==> config.mk <==
export PLATFORM = sky130hd
export DESIGN_NAME = vga_timing_gen
export DESIGN_NICKNAME = d
export VERILOG_FILES = /design/src/rtl/vga_timing_gen.sv
export SDC_FILE = /design/constraint.sdc
export NUM_CORES = 1
export LEC_CHECK = 0
export ABC_AREA = 1
export CORE_ASPECT_RATIO = 1.25
export CORE_MARGIN = 2
export CORE_UTILIZATION = 35
export DETAILED_ROUTE_END_ITERATION = 7
export HOLD_SLACK_MARGIN = 0.08
export SKIP_LAST_GASP = 1
export SYNTH_ARGS = -nofsm -noshare
export SYNTH_HDL_FRONTEND = slang
export SYNTH_SLANG_ARGS = --single-unit
==> constraint.sdc <==
create_clock -name clk -period 1.6 [get_ports clk]
set_clock_uncertainty 0.1 [all_clocks]
set_input_delay 0.4 -clock clk [delete_from_list [all_inputs] [get_ports clk]]
set_output_delay 0.4 -clock clk [all_outputs]
set_load 0.02 [all_outputs]
==> src/rtl/vga_timing_gen.sv <==
// 640x480@60 raster timing: pixel divider, x/y counters, line/frame strobes, syncs and ADV7123 controls.
// Syncs and blank are delayed OUT_DELAY pixels so they line up with colour returned by the renderers.
module vga_timing_gen #(
  parameter int CLK_DIV   = 2,
  parameter int H_VIS     = 640,
  parameter int H_FP      = 16,
  parameter int H_SYNC    = 96,
  parameter int H_BP      = 48,
  parameter int V_VIS     = 480,
  parameter int V_FP      = 10,
  parameter int V_SYNC    = 2,
  parameter int V_BP      = 33,
  parameter int OUT_DELAY = 1
) (
  input  logic       clk,
  input  logic       reset,
  output logic       pix_tick,
  output logic [9:0] x,
  output logic [9:0] y,
  output logic       video_on,
  output logic       line_start,
  output logic       frame_start,
  output logic       hsync,
  output logic       vsync,
  output logic       vga_blank_n,
  output logic       vga_sync_n,
  output logic       vga_clk
);

  localparam int H_TOTAL = H_VIS + H_FP + H_SYNC + H_BP;
  localparam int V_TOTAL = V_VIS + V_FP + V_SYNC + V_BP;

  localparam logic [3:0] DIV_LAST = 4'(CLK_DIV - 1);
  localparam logic [3:0] DIV_HALF = 4'(CLK_DIV / 2);
  localparam logic [9:0] H_LAST   = 10'(H_TOTAL - 1);
  localparam logic [9:0] V_LAST   = 10'(V_TOTAL - 1);
  localparam logic [9:0] H_VIS_W  = 10'(H_VIS);
  localparam logic [9:0] V_VIS_W  = 10'(V_VIS);
  localparam logic [9:0] HS_START = 10'(H_VIS + H_FP);
  localparam logic [9:0] HS_END   = 10'(H_VIS + H_FP + H_SYNC);
  localparam logic [9:0] VS_START = 10'(V_VIS + V_FP);
  localparam logic [9:0] VS_END   = 10'(V_VIS + V_FP + V_SYNC);

  // Delay-stage word layout: {hsync, vsync, blank_n}; idle is syncs high, blanked.
  localparam logic [2:0] STAGE_RST = 3'b110;

  logic [3:0] div_q, div_d;
  logic       tick_q;
  logic       vclk_q;
  logic       line_q;
  logic       frame_q;
  logic [9:0] x_q, x_d;
  logic [9:0] y_q, y_d;
  logic       x_wrap;
  logic       y_wrap;
  logic [2:0] raw_d;
  logic [2:0] stage_q [0:OUT_DELAY];

  always_comb begin
    div_d  = (div_q == DIV_LAST) ? 4'd0 : div_q + 4'd1;
    x_wrap = (x_q == H_LAST);
    y_wrap = (y_q == V_LAST);
    x_d    = x_q;
    y_d    = y_q;
    if (tick_q) begin
      x_d = x_wrap ? 10'd0 : x_q + 10'd1;
      if (x_wrap) begin
        y_d = y_wrap ? 10'd0 : y_q + 10'd1;
      end
    end
    // Raw values are computed from the next coordinates so stage 0 tracks x/y edge for edge.
    raw_d = {~((x_d >= HS_START) && (x_d < HS_END)),
             ~((y_d >= VS_START) && (y_d < VS_END)),
             (x_d < H_VIS_W) && (y_d < V_VIS_W)};
  end

  always_ff @(posedge clk or posedge reset) begin
    if (reset) begin
      div_q      <= 4'd0;
      tick_q     <= 1'b0;
      vclk_q     <= 1'b0;
      x_q        <= 10'd0;
      y_q        <= 10'd0;
      line_q     <= 1'b0;
      frame_q    <= 1'b0;
      stage_q[0] <= STAGE_RST;
    end else begin
      div_q   <= div_d;
      tick_q  <= (div_q == DIV_LAST);
      // Rising edge lands half a pixel after the coordinates change.
      vclk_q  <= (CLK_DIV > 1) && (div_q >= DIV_HALF);
      x_q     <= x_d;
      y_q     <= y_d;
      line_q  <= tick_q && x_wrap;
      frame_q <= tick_q && x_wrap && y_wrap;
      if (tick_q) begin
        stage_q[0] <= raw_d;
      end
    end
  end

  for (genvar g = 1; g <= OUT_DELAY; g++) begin : g_dly
    always_ff @(posedge clk or posedge reset) begin
      if (reset) begin
        stage_q[g] <= STAGE_RST;
      end else if (tick_q) begin
        stage_q[g] <= stage_q[g-1];
      end
    end
  end

  assign pix_tick    = tick_q;
  assign x           = x_q;
  assign y           = y_q;
  assign video_on    = (x_q < H_VIS_W) && (y_q < V_VIS_W);
  assign line_start  = line_q;
  assign frame_start = frame_q;
  assign hsync       = stage_q[OUT_DELAY][2];
  assign vsync       = stage_q[OUT_DELAY][1];
  assign vga_blank_n = stage_q[OUT_DELAY][0];
  assign vga_sync_n  = 1'b0;
  assign vga_clk     = vclk_q;

endmodule
=== Word level (Yosys, flattened, before mapping) ===
Index checks and enable logic that the tools add are counted.

* Output and inout bits: 29
* Bits in registers: 34
* Logic and storage cells: 38

* Multiplexer cells: 6
* Equal/unequal tests: 3
* Reduce and logical (&&, ||, !) cells: 6
* Add/sub/neg operators: 3
* Bitwise operators: 2
* $lt $le $gt $ge: 9

{| class="wikitable"
|+ Operators by type and width
! operator !! number
|-
| two-way mux 10 bit || 5
|-
| < comparator 10 bit (second input constant) || 3
|-
| < comparator 10 x 9 -> 1 bit (second input constant) || 3
|-
| adder 10 x 1 -> 10 bit (second input constant) || 2
|-
| == test 10 bit (second input constant) || 2
|-
| greater-or-equal comparator 10 bit (second input constant) || 1
|-
| greater-or-equal comparator 10 x 9 -> 1 bit (second input constant) || 1
|-
| logical AND 1 bit || 6
|-
| adder 4 x 1 -> 4 bit (second input constant) || 1
|-
| == test 4 x 1 -> 1 bit (second input constant) || 1
|-
| greater-or-equal comparator 4 x 1 -> 1 bit (second input constant) || 1
|-
| two-way mux 4 bit || 1
|-
| NOT 1 bit || 2
|}

=== Logic depth before layout (Yosys ltp) ===
Gate-level depths: netlist of run 1.

* Depth in word-level cells: 7
* Gate-level depth with buffers: 14

=== Least setup slack after synthesis of run 1 ===
Ideal clock, no wire load.

* Kind: reg2out
* Start point: register x_q[8] (netlist: x[8])
* End point: output port video_on
* Slack: -0.669 ns
* Path buffers: 0
* Required time: 1.100 ns
* Cell stages (with the launch flop): 4
* Arrival time: 1.769 ns
* Cells stage by stage: dfrtp_1 -> nand2_1 -> clkinv_1 -> a2111oi_0

* Longest elaborated chain between the ends: 2

{| class="wikitable"
|+ RTL lines
! what !! RTL line !! RTL
|-
| from (decl) || 52 || <nowiki>logic [9:0] x_q, x_d;</nowiki>
|-
| from (signal assigned) || 82 || <nowiki>x_q <= 10'd0;</nowiki>
|-
| from (signal assigned) || 92 || <nowiki>x_q <= x_d;</nowiki>
|-
| < comparator 10 bit || 115 || <nowiki>assign video_on = (x_q < H_VIS_W) && (y_q < V_VIS_W);</nowiki>
|-
| logical AND 1 bit || 115 ||
|-
| to (decl) || 20 || <nowiki>output logic video_on,</nowiki>
|}

No other way between the ends.

=== Worst setup path in the final report of run 1 ===
* Start point: register y_q[1] (netlist: y[1])
* End point: register stage_q[3] (netlist name)

* Longest elaborated chain between the ends: 6
* Elaborated cells between the ends (all ways): 7

{| class="wikitable"
|+ RTL lines
! what !! RTL line !! RTL
|-
| from (decl) || 53 || <nowiki>logic [9:0] y_q, y_d;</nowiki>
|-
| from (signal assigned) || 93 || <nowiki>y_q <= y_d;</nowiki>
|-
| adder 10 x 1 -> 10 bit / == test 10 bit (equally long branches) || 68, 62 ||
|-
| two-way mux 10 bit * || 68 || <nowiki>y_d = y_wrap ? 10'd0 : y_q + 10'd1;</nowiki>
|-
| two-way mux 10 bit * || 67 || <nowiki>if (x_wrap) begin</nowiki>
|-
| two-way mux 10 bit * || 65 || <nowiki>if (tick_q) begin</nowiki>
|-
| named net y_d[6] || 53 ||
|-
| < comparator 10 x 9 -> 1 bit * || 74 || <nowiki>(x_d < H_VIS_W) && (y_d < V_VIS_W)};</nowiki>
|-
| logical AND 1 bit * || 74 ||
|-
| to (decl) || 57 || <nowiki>logic [2:0] stage_q [0:OUT_DELAY];</nowiki>
|}

Mark *: on every way through the listed nets, which the timed path passes. The rest lies on a longest branch.
A chain may end at the register's enable or synchronous reset.

==> flow_summary.json, run 1 <==
{
  "run_status": "complete, but fails checks",
  "failing_checks": "setup timing",
  "dp_hpwl_um": 3900,
  "global_route_wire_length_before_repair_um": 9120,
  "crit_fanout": 5,
  "post_synth_instance_area_um2": 2010,
  "max-vdd-ir-drop_mv": 0.425,
  "syn_nets": 282,
  "rsz0062_at_grt": "true",
  "initial_core_util": 0.367,
  "num-fill-cells": 519,
  "number_of_buffers_on_the_longest_clock_path": 2,
  "clk_root_buffer_cell": "sky130_fd_sc_hd__clkbuf_8",
  "ys_seq_area_frac": 0.425,
  "global_route.usage.total": 0.188,
  "cp_slowest_cell": "sky130_fd_sc_hd__dfrtp_2",
  "timing.final.setup_violations": 10,
  "yosys_most_used_dff": "sky130_fd_sc_hd__dfrtp_1",
  "timing.critical_path.from": "y[1]",
  "cts_inserted_buffers": 5,
  "clock_insertion_delay_at_the_later_pin_of_the_skew_report_ns": 0.29,
  "route.detailed.wl_per_inst_um": 12.3,
  "post-synth-top-count-cell": "sky130_fd_sc_hd__nand2_1",
  "core_area_um2": 5480,
  "share_of_yosys_cell_area_claimed_by_the_top_area_cell_type": 0.373,
  "die_footprint_um2": 6380,
  "place_area_um2": 2890,
  "clk_pin_slew_worst_paths_ns": 0.08,
  "wl_um": 5480,
  "cp_cell_sequence": "buf_6 > ha_4 > nand2_4 > nor3_4 > buf_4 > buf_4 > nand3_2 > nand2_1 > inv_2 > nand3_2 > nor2_2 > nand2_1 > nand2_1 > nand2_1",
  "i_o_pins": 31,
  "antenna_cells": 0,
  "via_count_of_the_first_global_routing_pass": 2042,
  "timing.critical_path.required_ns": 1.69,
  "reg2reg_from": "y[1]",
  "netlist_instances": 277,
  "number_of_unique_standard_cell_types_used_by_synthesis": 29,
  "grt_overflow": 0,
  "route.detailed.drc": 0,
  "cp_slowest_stage_delay_ns": 0.45,
  "antenna_found_initial": 0,
  "fmaxAchievable_mhz": 548,
  "drive_above_1_share": 0.510,
  "drt-initial-drc-count": 126,
  "critPathKind": "reg -> reg",
  "timing.critical_path.mode_cell": "sky130_fd_sc_hd__nand2_1",
  "die_w_um": 71.8,
  "timing.max_cap.violations": 0,
  "endpoint_kind": "register",
  "remaining_number_of_nets_flagged_by_the_antenna_check_after_routing": 0,
  "drv_slew": 0,
  "synth_common_cells": "83 x sky130_fd_sc_hd__nand2_1, 41 x sky130_fd_sc_hd__inv_1, 30 x sky130_fd_sc_hd__dfrtp_1, 30 x sky130_fd_sc_hd__nand3_1, 25 x sky130_fd_sc_hd__nor2_1",
  "gp_congestion": 0.839,
  "min_path_type": "in -> async",
  "synth_seq_cells": 34,
  "die_height_um": 88.8,
  "ctsHoldBuffers": 0,
  "place.port_buffers": 29,
  "timing.hold.ws_ns": 0.344,
  "post_synth.cell_area_avg_um2": 7.27,
  "cts.sinks": 34,
  "type_of_element_launching_the_critical_path": "register",
  "yosysWarnings": 0,
  "cellLeakagePower_nw": 1.69,
  "total_power_mw": 1.57,
  "drt_first_pass_iters": 4,
  "fp-row-count": 30,
  "hold_viol": 0,
  "area_growth_pct": 58.9,
  "postLayoutCellArea_um2": 3200,
  "post_drt_via_cell_ratio": 4.67,
  "tritoncts": "built",
  "crit_arrival_ns": 1.91,
  "synth-async-reset-ratio": 1.00,
  "ys_top_cells_by_area": "sky130_fd_sc_hd__dfrtp_1 37%, sky130_fd_sc_hd__nand2_1 15%, sky130_fd_sc_hd__inv_1 7.6%, sky130_fd_sc_hd__nand3_1 7.5%, sky130_fd_sc_hd__dfstp_2 5.2%",
  "htree_levels": 2,
  "place.detailed.instances": 423,
  "timing.final.ws_setup_ns": -0.225,
  "post_layout_nonfiller_instances": 446,
  "grt_start_max_net_pins": 35,
  "num_vias": 2081,
  "powerDensity_nw_per_um2": 492,
  "area_leader_netlist": "sky130_fd_sc_hd__dfrtp_1",
  "final_min_period_over_clock_period": 1.14,
  "fin_nets": 386,
  "synth_edf_count": 0,
  "finalCriticalPeriod_ns": 1.83
}
[worst paths after layout]
check                               to  slack (ns)  cells past startpoint
max in group asynchronous   stage_q[4]        0.81                      3
max                         stage_q[3]       -0.23                     14
max reg2reg                 stage_q[3]       -0.23                     14
min                        vga_blank_n        0.34                      3
min in group clk                 vsync        0.36                      2
min reg2reg                      vsync        0.36                      2
[placed cells by master, fill, tap and decap left out, drive strengths merged]
cell type and count:
ha 3, clkdlybuf4s15 4, clkinv 4, a21oi 3
dfrtp 30, dlygate4sd2 5, nand3 34, clkbuf 8
nor3 8, nor2 33, and2 1, clkinvlp 1
dfstp 4, conb 1, xor2 1, nand2 87
buf 91, o21bai 1, xnor2 3, o21ai 6
nand4 6, inv 46, a2111oi 1, clkdlybuf4s50 1
[registers in the layout (all words and copies together) (netlist names)]
signal	count
stage_q	3
vga_blank_n	1
div_q	4
vga_clk	1
line_start	1
x	10
vsync	1
hsync	1
frame_start	1
pix_tick	1
y	10
[what timing repair did]
action,in CTS,in global routing
setup buffers,9,7
cloned,1,0
pin swaps,27,15
setup endpoints to repair,40,26
resized for setup,126,26
endpoints found under the hold margin,0,0
[layer usage]
metal	part of all wire	track usage
met1	0.43	0.223
met2	0.51	0.336
met3	0.044	0.0387
met4	0.012	0.0652
met5	0	0
[report_power, final]
part	total, mW	switching [mW]	internal (mW)
clock network	0.689	0.343	0.346
logic	0.0268	0.0194	0.00733
registers	0.859	0	0.859
total	1.57	0.362	1.21
[cell families (layout without fill, tap and decap cells)]
family | count (synthesis) | in the layout | synth area share
flops | 34 | 34 | 0.425
xor+xnor | 4 | 4 | 0.0174
other cells | 1 | 1 | 0.00186
compound gates | 11 | 11 | 0.0304
fa+ha+maj | 3 | 3 | 0.0186
buf+inv | 56 | 160 | 0.120
simple gates | 168 | 169 | 0.387
[worst max-delay path, delay by kind of cell (launching register included)]
family | cells | cell delay, ns
adder cells (fa/ha/maj) | 1 | 0.16
flip-flops | 1 | 0.45
AND/OR/NAND/NOR | 9 | 0.58
buffers and inverters | 4 | 0.44
[per-stage QoR]
step	util	setup TNS, ns	worst slack [ns]
after floorplan	-	-0.157	-0.0806
after global placement	0.528	-1.85	-0.405
after detailed placement	0.528	-2.01	-0.433
after CTS	0.571	-0.887	-0.259
after global routing	0.584	-2.12	-0.330
final	0.584	-0.927	-0.225
[layout make-up]
class                           instances  area [um^2]  area share
Tap cell                               64         80.1      0.0250
Clock buffer                            6         82.6      0.0258
Clock inverter                          2         12.5     0.00391
Timing Repair Buffer                  103          807       0.252
Sequential cell                        34          877       0.274
Multi-Input combinational cell        188         1150       0.359
Inverter                               49          193      0.0602
No activity file was read; power rests on OpenSTA's default activity.
==> run 2, diff against run 1 <==
CORE_UTILIZATION = 48   (was 35)
PLACE_DENSITY = 0.75   (was not set)
==> run 2 against run 1 <==
  * The flow still finishes with violations (setup timing)
  * Hold slack lost 0.087 ns
  * Critical path depth unchanged
  * Utilization grew 21 points
  * Routed wire length up 22%
  * Largest cell class unchanged
  * Sequential share of layout area fell by 0.48 points
  * Register-to-register slack worse by 0.12 ns
  * Count of clock-buffer cells in the layout unchanged
==> flow_summary.json, run 2 (synthesized netlist as in run 1, its figures left out) <==
{
  "die_height_um": 76.4,
  "antenna_found_initial": 0,
  "run_status": "complete, but fails checks",
  "timing.max_cap.violations": 0,
  "share_seq_of_total_power": 0.544,
  "tritoncts": "built",
  "total_power_mw": 1.58,
  "initial_core_util": 0.495,
  "final_min_period_over_clock_period": 1.22,
  "rsz0062_at_grt": "true",
  "route.detailed.drc": 0,
  "hold_viol": 0,
  "grt_overflow": 0,
  "via_count_of_the_first_global_routing_pass": 2309,
  "global_route_wire_length_before_repair_um": 10300,
  "timing.final.ws_setup_ns": -0.344,
  "internal_power_mw": 1.22,
  "cts.sinks": 34,
  "finalCriticalPeriod_ns": 1.94,
  "timing.critical_path.required_ns": 1.73,
  "fin_nets": 380,
  "ctsHoldBuffers": 0,
  "power_frac_clock": 0.435,
  "mostFrequentLayoutCells": "69 x sky130_fd_sc_hd__nand2_1, 51 x sky130_fd_sc_hd__buf_4, 34 x sky130_fd_sc_hd__inv_1",
  "number_of_buffers_on_the_longest_clock_path": 2,
  "post_drt_via_cell_ratio": 5.31,
  "power.share.combinational": 0.021,
  "critPathKind": "reg -> reg",
  "max-vdd-ir-drop_mv": 0.669,
  "clk_root_buffer_cell": "sky130_fd_sc_hd__clkbuf_8",
  "gp_congestion": 0.890,
  "powerDensity_nw_per_um2": 488,
  "place.port_buffers": 29,
  "drv_slew": 0,
  "endpoint_kind": "register",
  "layout.cells.most_common": "sky130_fd_sc_hd__nand2_1",
  "core_area_um2": 4070,
  "remaining_number_of_nets_flagged_by_the_antenna_check_after_routing": 0,
  "reg2reg_from": "x[7]",
  "crit_fanout": 4,
  "drt-initial-drc-count": 168,
  "net-switching-power_mw": 0.363,
  "cts_inserted_buffers": 5,
  "timing.critical_path.from": "x[7]",
  "global_route.usage.total": 0.295,
  "antenna_cells": 0,
  "timing.reg2reg.worst_path_depth": 14,
  "timing.final.setup_violations": 10,
  "die_w_um": 61.9,
  "place_area_um2": 2850,
  "grt_start_max_net_pins": 20,
  "route.detailed.wl_per_inst_um": 15.5,
  "num_vias": 2295,
  "fmaxAchievable_mhz": 514,
  "sw_frac_of_total": 0.230,
  "min_path_type": "in -> async",
  "failing_checks": "setup timing",
  "postLayoutCellArea_um2": 3240,
  "i_o_pins": 31,
  "drt_first_pass_iters": 4,
  "clock_insertion_delay_at_the_later_pin_of_the_skew_report_ns": 0.30,
  "dp_hpwl_um": 4160,
  "fp-row-count": 26,
  "clk_pin_slew_worst_paths_ns": 0.08,
  "cellLeakagePower_nw": 1.66,
  "wl_um": 6700,
  "htree_levels": 2,
  "crit_arrival_ns": 2.07,
  "type_of_element_launching_the_critical_path": "register",
  "die_footprint_um2": 4730,
  "layout.core_utilization": 0.796,
  "drive_above_1_share": 0.508,
  "area_growth_pct": 60.8
}
-- run 2: path summary, 6_finish.rpt --
| path | endpoint | slack [ns] |
|---|---|---|
| worst min register to register | vsync | 0.36 |
| min in group clk | vsync | 0.36 |
| worst max-delay path | stage_q[4] | -0.34 |
| worst min-delay path | div_q[1] | 0.26 |
| max in group asynchronous | stage_q[4] | 0.69 |
| worst max register to register | stage_q[4] | -0.34 |
-- run 2: critical path: stages, from the launching register on --
cell and delay, ns:
sky130_fd_sc_hd__dfrtp_2 0.44, sky130_fd_sc_hd__buf_6 0.14, sky130_fd_sc_hd__inv_6 0.06, sky130_fd_sc_hd__nand3_4 0.08
sky130_fd_sc_hd__nor2_4 0.19, sky130_fd_sc_hd__buf_6 0.13, sky130_fd_sc_hd__nand3_2 0.06, sky130_fd_sc_hd__nand2_2 0.09
sky130_fd_sc_hd__inv_2 0.05, sky130_fd_sc_hd__nor2_4 0.14, sky130_fd_sc_hd__nand3_2 0.08, sky130_fd_sc_hd__nor2_2 0.14
sky130_fd_sc_hd__nand2_1 0.07, sky130_fd_sc_hd__nand2_1 0.06, sky130_fd_sc_hd__nand2_1 0.05
-- run 2: timing repair --
| item | in CTS | in global routing |
|---|---|---|
| setup buffers | 13 | 3 |
| resized for setup | 126 | 41 |
| pin swaps | 25 | 20 |
| endpoints found under the setup margin | 39 | 27 |
-- run 2: layout make-up --
class | instances | area, um^2
clock buffers | 6 | 82.6
clock inverters | 2 | 12.5
fillers | 254 | 828
inverters | 49 | 194
multi-input cells | 187 | 1210
flip-flops and latches | 34 | 872
well taps | 56 | 70.1
repair buffers | 98 | 797
-- run 2: metrics by stage --
stage / setup WS [ns] / setup TNS [ns] / hold WS [ns] / cells
6_report: -0.344 / -1.70 / 0.258 / 432
4_1_cts: -0.259 / -0.947 / 0.256 / 430
3_3_place_gp: -0.412 / -1.47 / 0.353 / 410
2_1_floorplan: -0.0806 / -0.157 / 0.331 / 277
5_1_grt: -0.490 / -2.77 / 0.261 / 432
3_5_place_dp: -0.467 / -2.13 / 0.353 / 410
-- run 2: per-layer routing --
layer	global-route usage	share of wire	vias to the layer above
met3	0.0645	0.050	45
met4	0.177	0.061	0
met1	0.315	0.35	1086
met2	0.501	0.54	116
li1	-	-	1048
met5	0	0	-
-- run 2: power by group through the flow --
stage               Combinational [mW]  Clock [mW]  Sequential [mW]
detailed placement              0.0345           0            0.875
finish                          0.0331       0.688            0.859
global placement                0.0333           0            0.875
global route                    0.0362       0.729            0.859
CTS                             0.0342       0.690            0.859
floorplan                       0.0165           0            0.876
==> run 3, diff against run 2 <==
CTS_BUF_LIST = sky130_fd_sc_hd__clkbuf_16   (was not set)
==> run 3 against run 2 <==
  * The run still ends with setup timing left
  * Combinational power up 2%
  * Sequential share of layout area down 1.2 points
  * Non-clock buffer count up 11
  * Critical path depth down 1
  * Design area up 5.3%
  * Sequential power about the same
  * Sequential cell count unchanged
  * Total power up 16%
  * Utilization up 4.2 points
  * Register-to-register slack about the same
  * First-iteration DRC count down 17%
  * Via count up 2.4%
  * Largest cell class unchanged
  * Largest power group is now clock
==> flow_summary.json, run 3 (synthesized netlist as in run 1, its figures left out) <==
{
  "die_height_um": 76.4,
  "timing.critical_path.required_ns": 1.71,
  "route.detailed.wl_per_inst_um": 15.8,
  "drt_first_pass_iters": 5,
  "die_w_um": 61.9,
  "setup_total_negative_slack_ns": -1.55,
  "rrSetupSlack_ns": -0.35,
  "sequential_cell_area_um2": 876,
  "fin_nets": 391,
  "finalCriticalPeriod_ns": 1.95,
  "rsz0062_at_grt": "true",
  "i_o_pins": 31,
  "area_growth_pct": 69.4,
  "r2r-end": "stage_q[4]",
  "route.detailed.drc": 0,
  "timing.final.setup_violations": 13,
  "final_min_period_over_clock_period": 1.22,
  "reg2reg_from": "x[0]",
  "grt_start_max_net_pins": 20,
  "grt_overflow": 0,
  "min_path_type": "in -> async",
  "layout.cells.most_common": "sky130_fd_sc_hd__nand2_1",
  "clock_insertion_delay_at_the_later_pin_of_the_skew_report_ns": 0.28,
  "clk_pin_slew_worst_paths_ns": 0.05,
  "post_drt_via_cell_ratio": 5.30,
  "fp-row-count": 26,
  "cellLeakagePower_nw": 1.74,
  "ctsHoldBuffers": 0,
  "htree_levels": 2,
  "drv_slew": 0,
  "cts.sinks": 34,
  "powerDensity_nw_per_um2": 537,
  "dp_hpwl_um": 4160,
  "number_of_buffers_on_the_longest_clock_path": 2,
  "gp_congestion": 0.890,
  "hold_viol": 0,
  "type_of_element_launching_the_critical_path": "register",
  "cts_inserted_buffers": 5,
  "timing.hold.ws_ns": 0.298,
  "num_vias": 2350,
  "place_area_um2": 2850,
  "layout.core_utilization": 0.838,
  "mostFrequentLayoutCells": "71 x sky130_fd_sc_hd__nand2_1, 66 x sky130_fd_sc_hd__buf_4, 36 x sky130_fd_sc_hd__inv_1",
  "area_occupied_by_multi_input_gates_um2": 1220,
  "max-vdd-ir-drop_mv": 0.461,
  "wl_um": 7020,
  "die_footprint_um2": 4730,
  "drt-initial-drc-count": 139,
  "core_area_um2": 4070,
  "postLayoutCellArea_um2": 3410,
  "fmaxAchievable_mhz": 513,
  "timing.final.ws_setup_ns": -0.348,
  "failing_checks": "setup timing",
  "timing.max_cap.violations": 0,
  "post-place-ws_ns": -0.467,
  "total_power_mw": 1.83,
  "place.detailed.instances": 410,
  "place.port_buffers": 29,
  "drive_above_1_share": 0.517,
  "endpoint_kind": "register",
  "antenna_found_initial": 0,
  "tritoncts": "built",
  "initial_core_util": 0.495,
  "num-fill-cells": 214,
  "global_route.usage.total": 0.303,
  "run_status": "complete, but fails checks",
  "critPathKind": "reg -> reg",
  "clk_root_buffer_cell": "sky130_fd_sc_hd__clkbuf_16",
  "timing.reg2reg.worst_path_depth": 13,
  "global_route_wire_length_before_repair_um": 10500,
  "post_layout_nonfiller_instances": 443,
  "crit_fanout": 4,
  "via_count_of_the_first_global_routing_pass": 2295,
  "remaining_number_of_nets_flagged_by_the_antenna_check_after_routing": 0,
  "antenna_cells": 0,
  "crit_arrival_ns": 2.05
}
-- run 3: changes by cell type in the layout (fill, tap and decap cells not counted), sizes merged --
cell,delta
dlygate4sd2,+4
clkinv,+1
clkdlybuf4s15,+1
buf,+5
-- run 3: critical path, stage by stage (launching register included) --
cell,delay [ns]
sky130_fd_sc_hd__dfrtp_2,0.39
sky130_fd_sc_hd__ha_4,0.17
sky130_fd_sc_hd__inv_2,0.06
sky130_fd_sc_hd__nor2_4,0.09
sky130_fd_sc_hd__nand2_2,0.08
sky130_fd_sc_hd__nor2_4,0.21
sky130_fd_sc_hd__buf_12,0.16
sky130_fd_sc_hd__nand3_2,0.06
sky130_fd_sc_hd__nand2_1,0.10
sky130_fd_sc_hd__nand3_1,0.11
sky130_fd_sc_hd__nor2_2,0.15
sky130_fd_sc_hd__nand2_1,0.09
sky130_fd_sc_hd__nand2_1,0.06
sky130_fd_sc_hd__nand2_1,0.06
-- run 3: layout make-up --
class                   count  share of cell area
clock buffers               5              0.0367
clock inverters             3             0.00477
inverters                  49              0.0561
multi-input cells         187               0.357
flip-flops and latches     34               0.257
well taps                  56              0.0206
repair buffers            109               0.268
-- run 3: power by group --
group	internal [mW]	leakage (nW)	total [mW]	switching, mW
sequential	0.861	0.413	0.861	0
combinational	0.0119	1.26	0.0337	0.0218
clock	0.568	0.0672	0.937	0.369
-- run 3: layer usage --
metal  GRT usage  routed length (um)  up-vias
met2       0.508                3660      113
met4       0.189                 456        0
met1       0.339                2570     1119
met5           0                   0        -
met3      0.0475                 332       45
li1            -                   -     1073
-- run 3: worst max path at each step --
stage,cells after the start,end,startpoint,slack [ns]
floorplan,12,stage_q[3],x[7],-0.08
global placement,4,video_on,x[9],-0.41
detailed placement,4,video_on,x[9],-0.47
CTS,4,video_on,x[9],-0.24
global route,13,stage_q[3],x[0],-0.52
finish,13,stage_q[4],x[0],-0.35
-- run 3: timing repair --
item / CTS / global route
setup buffers: 16 / 10
setup endpoints to repair: 38 / 29
endpoints found under the hold margin: 0 / 0
gates resized for setup: 109 / 45
pin swaps: 21 / 27
